### config.mk
export PLATFORM = sky130hd
export DESIGN_NAME = adder_seq_n
export DESIGN_NICKNAME = d
export VERILOG_FILES = /design/src/rtl/adder_seq_n.sv
export SDC_FILE = /design/constraint.sdc
export NUM_CORES = 1
export LEC_CHECK = 0
export BUFFER_PORTS_ARGS = -buffer_cell sky130_fd_sc_hd__buf_2
export CAP_MARGIN = 20
export CELL_PAD_IN_SITES_DETAIL_PLACEMENT = 1
export CELL_PAD_IN_SITES_GLOBAL_PLACEMENT = 2
export CORE_AREA = 2 2 66 68
export CTS_BUF_LIST = sky130_fd_sc_hd__clkbuf_4
export DETAILED_ROUTE_END_ITERATION = 8
export DIE_AREA = 0 0 68 70
export GPL_ROUTABILITY_DRIVEN = 0
export GPL_TIMING_DRIVEN = 0
export PLACE_DENSITY = 0.91
export SYNTH_ARGS = -nofsm -noshare
export SYNTH_HDL_FRONTEND = slang
export SYNTH_SLANG_ARGS = --single-unit
### constraint.sdc
create_clock -name clk -period 5.3 [get_ports clk]
set_clock_uncertainty 0.05 [all_clocks]
set_input_delay 0 -clock clk [delete_from_list [all_inputs] [get_ports clk]]
set_output_delay 0 -clock clk [all_outputs]
set_load 0.05 [all_outputs]
### src/rtl/adder_seq_n.sv
// Sequential add/subtract unit: one N-bit slice adder reused over K cycles.
// Operands are captured on accept; the result is held until the consumer takes it.
module adder_seq_n #(
    parameter int N = 4,
    parameter int K = 2,
    parameter int W = N * K
) (
    input  logic         clk,
    input  logic         n_reset,
    input  logic         in_valid,
    output logic         in_ready,
    input  logic [W-1:0] A,
    input  logic [W-1:0] B,
    input  logic         Cin,
    input  logic         SUB,
    output logic         out_valid,
    input  logic         out_ready,
    output logic [W-1:0] SUM,
    output logic         Cout,
    output logic         OVF
);

    localparam int IW = (K > 1) ? $clog2(K) : 1;

    localparam logic [1:0] IDLE = 2'd0;
    localparam logic [1:0] RUN  = 2'd1;
    localparam logic [1:0] DONE = 2'd2;

    logic [1:0]    state;
    logic [IW-1:0] idx;
    logic          carry;
    logic [W-1:0]  op_a;
    logic [W-1:0]  op_b;
    logic [W-1:0]  sum_q;
    logic          cout_q;
    logic          ovf_q;

    logic [N-1:0]  a_s;
    logic [N-1:0]  b_s;
    logic [N-1:0]  s_s;
    logic          c_s;
    logic          msb_cin;
    logic          last;

    // Slice datapath; msb_cin is the carry into the top bit of the current slice.
    always_comb begin
        a_s = op_a[int'(idx) * N +: N];
        b_s = op_b[int'(idx) * N +: N];
        {c_s, s_s} = {1'b0, a_s} + {1'b0, b_s} + {{N{1'b0}}, carry};
        msb_cin = a_s[N-1] ^ b_s[N-1] ^ s_s[N-1];
        last = (idx == IW'(K - 1));
    end

    always_ff @(posedge clk or negedge n_reset) begin
        if (!n_reset) begin
            state  <= IDLE;
            idx    <= '0;
            carry  <= 1'b0;
            op_a   <= '0;
            op_b   <= '0;
            sum_q  <= '0;
            cout_q <= 1'b0;
            ovf_q  <= 1'b0;
        end else begin
            case (state)
                IDLE: begin
                    if (in_valid) begin
                        op_a  <= A;
                        op_b  <= SUB ? ~B : B;
                        carry <= SUB ? ~Cin : Cin;
                        idx   <= '0;
                        state <= RUN;
                    end
                end
                RUN: begin
                    sum_q[int'(idx) * N +: N] <= s_s;
                    carry <= c_s;
                    if (last) begin
                        cout_q <= c_s;
                        ovf_q  <= msb_cin ^ c_s;
                        idx    <= '0;
                        state  <= DONE;
                    end else begin
                        idx <= idx + 1'b1;
                    end
                end
                DONE: begin
                    if (out_ready) begin
                        state <= IDLE;
                    end
                end
                default: state <= IDLE;
            endcase
        end
    end

    assign in_ready  = (state == IDLE);
    assign out_valid = (state == DONE);
    assign SUM       = sum_q;
    assign Cout      = cout_q;
    assign OVF       = ovf_q;

endmodule

## Yosys cells after proc, flatten, opt, wreduce, memory -nomap -nowiden

Cells that the tools add are included.
W data, S select, Z words.

- Register bits: 30
- Input bits: 22
- Output and inout bits: 12
- Word-level logic and storage cells: 44

- Add/subtract/negate cells: 4
- Equality and inequality tests: 5
- Shift-type cells: 4
- Muxes and demuxes: 12
- Bitwise operators: 5
- Reductions and logical operators: 6

Operators with widths:

| operator | number |
|---|---|
| $neg A3 Y33 | 1 |
| $shift A4 B33 Y8 const A | 1 |
| $shiftx A4 B33 Y8 | 1 |
| $shiftx A8 B4 Y4 | 2 |
| $bwmux W8 | 1 |
| $mux W8 | 1 |
| $not A8 Y8 | 1 |
| $mux W2 | 3 |
| $pmux W2 S3 | 1 |
| $reduce_and A2 Y1 | 3 |
| $add A4 B4 Y5 | 1 |
| $add A5 B1 Y5 | 1 |
| $mux W1 | 4 |
| $ne A2 B2 Y1 const B | 2 |
| $pmux W1 S2 | 2 |
| $reduce_and A3 Y1 | 1 |
| $xor A1 B1 Y1 | 3 |
| $eq A2 B1 Y1 const B | 1 |
| $eq A2 B2 Y1 const B | 1 |
| $logic_not A2 Y1 | 1 |
| $ne A2 B1 Y1 const B | 1 |
| $reduce_bool A2 Y1 | 1 |
| $add A1 B1 Y1 const B | 1 |
| $not A1 Y1 | 1 |

## Depth between registers and ports, before layout

Gate-level depths: netlist (run 1).

- Depth after elaboration: 5
- Mapped depth: 9
- Gate-level depth less buffers: 8

## Least setup slack after synthesis (run 1)

OpenSTA, ideal clock, no wires.

- Kind: register to register
- Start: reg idx
- End: reg sum_q[3], in the netlist SUM[3]
- Setup time: 0.125 ns
- Data arrival time: 1.931 ns
- Required time: 5.125 ns
- Setup slack: 3.194 ns
- Cell stages (with the launch flop): 8
- Path buffers: 1
- Clock period less this slack: 2.106 ns
- Cell sequence: dfrtp_1 -> buf_4 -> mux2_2 -> fa_1 -> a21o_1 -> a21oi_2 -> xnor2_1 -> mux2_4

- Longest elaborated chain between the ends: 5
- Elaborated cells between the ends (all ways): 8
- Classes of those cells: add/sub: 3; shift: 4; mux: 1

Ends and longest elaborated chain:

| what | line | RTL |
|---|---|---|
| from (decl) | 30 | `logic [IW-1:0] idx;` |
| from (signal assigned) | 84 | `idx <= idx + 1'b1;` |
| $shiftx A8 B4 Y4, on equally long branches | 47, 48 |  |
| $add A4 B4 Y5 | 49 | `{c_s, s_s} = {1'b0, a_s} + {1'b0, b_s} + {{N{1'b0}}, carry};` |
| $add A5 B1 Y5 | 49 |  |
| $shiftx A4 B33 Y8 | 76 | `sum_q[int'(idx) * N +: N] <= s_s;` |
| $bwmux W8 * | 76 |  |
| to (signal, indexed assignment) | 76 |  |
| to (decl) | 34 | `logic [W-1:0] sum_q;` |

Every way passes the cells marked *; elsewhere a longest branch is shown, timed or not.
A chain may end at the register's enable or synchronous reset.

## Worst setup path after layout (run 1)

- Start: reg idx
- End: reg ovf_q, in the netlist OVF

- Longest elaborated chain between the ends: 5
- Elaborated cells between the ends (all ways): 8
- Classes of those cells: add/sub: 2; shift: 2; bitwise: 3; reduce/logical: 1

Ends and longest elaborated chain:

| what | line | RTL |
|---|---|---|
| $shiftx A8 B4 Y4, on equally long branches | 47, 48 |  |
| $add A4 B4 Y5 | 49 |  |
| $add A5 B1 Y5 | 49 |  |
| $xor A1 B1 Y1 | 50 | `msb_cin = a_s[N-1] ^ b_s[N-1] ^ s_s[N-1];` |
| $xor A1 B1 Y1 | 80 | `ovf_q <= msb_cin ^ c_s;` |
| to (signal assigned) | 80 |  |
| to (decl) | 36 | `logic ovf_q;` |

Several ways; a longest one is shown, not always the timed one.

==> summary.md, run 1 <==
| Metric | Value |
|---|---|
| Result of the run | `finished, final reports clean` |
| H-tree levels | `2` |
| RSZ-0062 raised after global routing | `no` |
| Initial antenna violation count | `0` |
| Dominant register cell in the synthesized netlist | `dfrtp_1` |
| Lkg Pwr | `0.891 nW` |
| Final period util | `0.446` |
| Cell-internal power | `0.745 mW` |
| Max Clk Rate | `423 MHz` |
| Slew margin rel. | `0.542` |
| Synthesis warning total | `0` |
| # diodes | `0` |
| CTS root buffer | `clkbuf_4` |
| Clock network power share | `0.086` |
| Max-slew violation count | `0` |
| Vias | `1,111` |
| Fin worst setup slack | `~2900 ps` |
| Synth unique cells | `26` |
| Pwr Total | `1.38 mW` |
| Worst R2R Setup Slack | `2940 ps` |
| Switching Share | `0.461` |
| Hold Path End | `carry` |
| Vias/cell | `roughly 4.7` |
| Crit path required time | `5460 ps` |
| Count leader, synth | `dfrtp_1` |
| Register area share after synthesis | `0.511` |
| Hold Slack | `45.0 ps` |
| Post-synth top cells | `dfrtp_1 (30), mux2_2 (16), nor2_1 (11), xnor2_1 (11), o21ai_0 (9)` |
| Max Buffers Root-to-Sink | `2` |
| Die width | `68 um` |
| Final hold vios | `0` |
| Max layer used | `met4` |
| Setup bufs post-CTS | `0` |
| Yosys reg bits | `30` |
| Clock transition at the registers of the reported paths | `90 ps` |
| Cell Count, Final, Fillers Out | `234` |
| Layout area overhead | `31.1%` |
| Setup Viol. Count Final | `0` |
| Die area | `4760 um2` |
| Share of cells above drive strength 1 | `0.352` |
| PD cells | `718 nW/um2` |
| Worst VDD drop | `0.219 mV` |
| CTS hold repair buffers | `19` |
| GRT overflow | `0` |
| Cts repair resizes | `0` |
| Crit path kind | `register to register` |
| Starting Density | `0.354` |
| Top cell type's share of synthesized area | `0.511` |
| CTS tree | `done` |
| Met1 WL | `1.36 mm` |
| Logic gate share of total power | `0.613` |
| Final Cell Area | `1930 um2` |
| Vias in the first global route | `1,306` |
| Syn nets | `152` |
| Utilization after layout | `0.465` |
| Top cells by area, synth | `dfrtp_1 (51%), mux2_2 (12%), xnor2_1 (6.6%)` |
| Worst setup EP type | `register` |
| GRT Resource Usage Total | `0.170` |
| TritonCTS Buffers | `5` |
| Placed Instance Area | `roughly 1700 um2` |
| HPWL after detailed placement | `2.49 mm` |
| Post-synth EDFFs | `0` |
| Wire length per cell | `14.8 um` |
| Hold Path Origin | `Cin` |
| Reg2Reg Depth | `9` |
| Switching pwr | `around 0.64 mW` |
| Global-route wire length before repair | `5.98 mm` |
| Num ports | `34` |
| Cells after Synth | `125` |
| WL final | `3.46 mm` |
| Worst Hold Class | `input port to register` |
| Drt first-iter violations | `a little over 40` |
| Largest net degree at the start of global routing | `31` |
| Num Clock Sinks | `30` |
| # DRC | `0` |
| Worst Tran Pin Value | `687 ps` |
| Max_cap viols | `0` |
| Core footprint | `4140 um2` |
| Drt pass-1 iters | `3` |
| Placed cells | `209` |
| Buffers on Ports | `32` |
| Syn Std Cell Area | `1470 um2` |
| WL met2 | `between 1.5 and 2 mm` |
| Worst-Skew Late Latency | `320 ps` |
| Area leader, netlist | `dfrtp_1` |
| WHS Path Cells | `5` |
| Die height | `70 um` |
| Fin crit period | `2360 ps` |
| Reg power frac | `0.301` |
| Post-Synthesis Mean Instance Area | `between 10 and 15 um2` |
| Reg-to-reg startpoint | `idx` |
| Worst reg2reg path endpoint | `OVF` |
| Routed Antenna Nets | `0` |
| Critical Path Fanout Max | `10` |
| Layout Nets | `between 200 and 250` |
| Ys async rst share | `1.00` |
| Critical path data arrival time | `2520 ps` |
| DP Worst Slack | `2930 ps` |
| WL met3 | `163 um` |
| CP Launch Type | `register` |
| Row cnt | `24` |
| Setup_tns | `0 ps` |
## final cells by class
cell class | instances | area, um2
repair buffers | 51 | 350
plain buffers | 7 | 52.6
flip-flops and latches | 30 | 751
multi-input cells | 84 | 651
clock buffers | 5 | 37.5
clock inverters | 1 | 3.75
well taps | 52 | 65.1
fillers | 465 | 2220
inverters | 4 | 15.0
## flip-flops by register name, indices dropped and copies added, names as in the netlist
| name | count |
|---|---|
| SUM | 8 |
| op_a | 8 |
| op_b | 8 |
| state | 2 |
| Cout | 1 |
| OVF | 1 |
| carry | 1 |
| idx | 1 |
## cell usage in the layout, fill, tap and decap left out, types with 2 or more instances in the layout
master	instances
buf_2	34
mux2_2	16
mux2_4	2
nand2b_1	3
a21oi_1	8
inv_1	4
buf_4	2
xnor2_1	11
clkbuf_4	5
ha_1	3
o21ai_0	9
buf_6	2
fa_1	2
dlygate4sd3_1	19
nand2_1	8
dfrtp_1	30
mux2i_1	2
nor2_1	11
## kinds of logic after synthesis
family | synth area share
xor+xnor | 0.0715
simple gates | 0.0818
mux | 0.157
buf+inv | 0.0460
fa+ha+maj | 0.0528
flops | 0.511
compound gates | 0.0801
## power groups by stage
stage	logic, mW	clock network (mW)	registers, mW
finish	0.847	0.119	0.416
global route	0.929	0.133	0.433
CTS	0.859	0.125	0.417
detailed placement	0.845	0	0.422
global placement	0.795	0	0.408
floorplan	0.523	0	0.531
## critical path: stages (launching register included)
cell	delay, ps
dfrtp_1	350
buf_4	200
mux2_2	370
fa_1	440
inv_1	90
fa_1	200
nand2b_1	110
o2bb2ai_1	190
xnor2_1	160
o21ai_0	80
## layer usage
metal,global-route usage,vias to the layer above
met5,0,-
met4,0.0600,0
met3,0.0499,4
met2,0.299,30
met1,0.191,543
li1,-,534
## worst max path at each step
| stage | startpoint | to | slack [ps] | depth (start not counted) |
|---|---|---|---|---|
| 3_3_place_gp | idx | OVF | 3020 | 9 |
| 5_1_grt | idx | OVF | 2810 | 9 |
| 6_report | idx | OVF | 2940 | 9 |
| 4_1_cts | idx | OVF | 2910 | 9 |
| 3_5_place_dp | idx | OVF | 2930 | 9 |
| 2_1_floorplan | idx | SUM[3] | 3190 | 7 |
Power figures use the tool's default switching activity.
==> inputs of run 2 (changes only) <==
--- a/config.mk
+++ b/config.mk
@@ -9,13 +9,13 @@
 export CAP_MARGIN = 20
 export CELL_PAD_IN_SITES_DETAIL_PLACEMENT = 1
 export CELL_PAD_IN_SITES_GLOBAL_PLACEMENT = 2
-export CORE_AREA = 2 2 66 68
+export CORE_AREA = 2 2 68 70
 export CTS_BUF_LIST = sky130_fd_sc_hd__clkbuf_4
 export DETAILED_ROUTE_END_ITERATION = 8
-export DIE_AREA = 0 0 68 70
+export DIE_AREA = 0 0 70 72
 export GPL_ROUTABILITY_DRIVEN = 0
 export GPL_TIMING_DRIVEN = 0
-export PLACE_DENSITY = 0.91
+export PLACE_DENSITY = 0.86
 export SYNTH_ARGS = -nofsm -noshare
 export SYNTH_HDL_FRONTEND = slang
 export SYNTH_SLANG_ARGS = --single-unit
==> constraint.sdc (replaced) <==
create_clock -name clk -period 2.3 [get_ports clk]
set_clock_uncertainty 0.05 [all_clocks]
set_input_delay 0 -clock clk [delete_from_list [all_inputs] [get_ports clk]]
set_output_delay 0 -clock clk [all_outputs]
set_load 0.05 [all_outputs]
==> run 2 against run 1 <==
Against the previous run: sequential power increased by 130%; global-route usage decreased by 2.0 points; non-clock buffer count increased by 4; critical path depth unchanged; critical path type unchanged; largest power group unchanged; design area increased by 4.2%; fmax increased by 8.2%; flip-flop and latch count unchanged; combinational power increased to 2.6 times the previous value; largest cell class unchanged; register-to-register slack got worse by 2800 ps.
==> summary.md, run 2 (synthesized netlist as in run 1, its figures left out) <==
| Metric | Value |
|---|---|
| CTS root buffer | `clkbuf_4` |
| Largest net degree at the start of global routing | `31 (unchanged)` |
| Num Clock Sinks | `30 (unchanged)` |
| Worst reg2reg path endpoint | `OVF` |
| Vias in the first global route | `1,241 (-5.0%)` |
| Final period util | `0.949 (+0.503)` |
| Worst path bufs/invs | `2 (unchanged)` |
| Critical path data arrival time | `2340 ps (-180 ps)` |
| Crit path kind | `register to register` |
| Drt pass-1 iters | `2 (-1)` |
| CTS tree | `done` |
| Num ports | `34 (unchanged)` |
| Wire length per cell | `14.3 um (-3.1%)` |
| Die width | `70 um (+2.9%)` |
| Critical Path Fanout Max | `8 (-2)` |
| # diodes | `0 (unchanged)` |
| Worst Tran Pin Value | `682 ps (-4.31 ps)` |
| Multi-input gate area | `686 um2 (+5.4%)` |
| Register area | `751 um2 (unchanged)` |
| Clock transition at the registers of the reported paths | `90 ps (about the same)` |
| Max Clk Rate | `458 MHz (+8.2%)` |
| Drt first-iter violations | `25 (-39%)` |
| Commonest non-fill, non-tap cell in the layout | `buf_2` |
| WL final | `3.42 mm (-0.98%)` |
| Worst setup EP type | `register` |
| WHS Path Cells | `5 (unchanged)` |
| PD cells | `1710 nW/um2 (+140%)` |
| Result of the run | `finished, final reports clean` |
| Reg-to-reg startpoint | `idx` |
| Vias | `1,142 (+2.8%)` |
| Layout Nets | `214 (+1.9%)` |
| Max Buffers Root-to-Sink | `2 (unchanged)` |
| Hold Path Origin | `Cin` |
| Worst R2R Setup Slack | `120 ps (-2820 ps)` |
| Worst-path cell chain | `buf_6 -> mux2_2 -> fa_2 -> inv_1 -> fa_2 -> nand2b_4 -> o2bb2ai_4 -> xnor2_1 -> o21ai_0` |
| Worst-Skew Late Latency | `320 ps (about the same)` |
| Global-route wire length before repair | `5.87 mm (-1.7%)` |
| Slew margin rel. | `0.545 (+0.00287)` |
| H-tree levels | `2 (unchanged)` |
| Layout area overhead | `36.5%` |
| Row cnt | `24 (unchanged)` |
| # DRC | `0 (unchanged)` |
| Utilization after layout | `0.470 (+0.00569)` |
| Setup Viol. Count Final | `0 (unchanged)` |
| Max-slew violation count | `0 (unchanged)` |
| Share of cells above drive strength 1 | `0.401 (+0.0494)` |
| Fin crit period | `2180 ps (-180 ps)` |
| Reg2Reg Depth | `9 (unchanged)` |
| Vias/cell | `4.78 (+0.64%)` |
| Lkg Pwr | `0.928 nW (+4.1%)` |
| Crit path required time | `2460 ps (-3000 ps)` |
| Starting Density | `0.344 (-0.00999)` |
| Setup_tns | `0 ps (unchanged)` |
| Die area | `5040 um2 (+5.9%)` |
| Crit path top cell by count | `fa_2` |
| Worst VDD drop | `0.440 mV (+100%)` |
| Routed Antenna Nets | `0 (unchanged)` |
| RSZ-0062 raised after global routing | `no` |
| Core footprint | `4260 um2 (+2.9%)` |
| Worst Hold Class | `input port to register` |
| Buffers on Ports | `32 (unchanged)` |
| GRT Resource Usage Total | `0.151 (-0.0199)` |
| DP Worst Slack | `-61.9 ps (-2990 ps)` |
| CP max-delay cell | `fa_2` |
| Most frequent cells in the layout | `buf_2 (34), dfrtp_1 (30), dlygate4sd3_1 (19)` |
| Initial antenna violation count | `0 (unchanged)` |
| Largest stage delay, worst path | `380 ps (-60 ps)` |
| Max_cap viols | `0 (unchanged)` |
| Final hold vios | `0 (unchanged)` |
| CP top delay family | `adder cells` |
| CP Launch Type | `register` |
| HPWL after detailed placement | `2.41 mm (-3.4%)` |
| Die height | `72 um (+2.9%)` |
| TritonCTS Buffers | `5 (unchanged)` |
| # fillers | `493 (+6.0%)` |
| GRT overflow | `0 (unchanged)` |
| Fin worst setup slack | `117 ps (-2820 ps)` |
| Hold Path End | `carry` |
## run 2: worst min-delay path, delay by kind of cell
family	cells	cell delay (ps)
xor gates and xnor gates	1	70
and+or+nand+nor	1	80
AOI/OAI and AO/OA	2	150
buffers and inverters	1	90
## run 2: routing by layer
| metal | wire, um | share of wire | up-vias | global-route usage |
|---|---|---|---|---|
| li1 | - | - | 541 | - |
| met1 | 1360 | 0.40 | 569 | 0.170 |
| met2 | 1860 | 0.54 | 27 | 0.274 |
| met3 | 156 | 0.046 | 5 | 0.0431 |
| met4 | 46 | 0.013 | 0 | 0.0513 |
| met5 | 0 | 0 | - | 0 |
## run 2: area by class of cell
class                           count  share of cell area
Tap cell                           52              0.0324
Multi-Input combinational cell     84               0.342
Buffer                              7              0.0281
Sequential cell                    30               0.374
Inverter                            4             0.00749
Clock buffer                        7              0.0262
Timing Repair Buffer               55               0.190
## run 2: how the worst max path moves through the flow
stage | startpoint | to | slack, ps | depth (start not counted)
after detailed placement | idx | OVF | -60 | 9
after global placement | idx | OVF | 20 | 9
after floorplan | idx | SUM[3] | 190 | 7
after global routing | idx | SUM[3] | 6 | 8
after CTS | idx | OVF | 60 | 9
final | idx | OVF | 120 | 9
## run 2: power by group
| group | switching (mW) | internal (mW) | leakage, nW | total, mW |
|---|---|---|---|---|
| Sequential | 0.159 | 0.800 | 0.353 | 0.959 |
| Clock | 0.169 | 0.139 | 0.0322 | 0.307 |
| Combinational | 1.21 | 0.952 | 0.543 | 2.16 |
| Total | 1.53 | 1.89 | 0.928 | 3.42 |
## run 2: per-stage QoR
stage               cells  power, mW  cell area, um2  hold slack [ps]
floorplan             125       2.43            1470             -346
global placement      209       2.77            1690             12.9
finish                239       3.42            2010             38.4
CTS                   235       3.27            1950             12.8
global route          239       3.70            2010             47.1
detailed placement    209       2.87            1690             31.1
## run 2: what timing repair did
item	in CTS	in global routing
hold buffers	19	0
cloned	0	0
buffers inserted	0	4
hold endpoints to repair	48	0
resized for setup	3	4
setup endpoints to repair	2	3
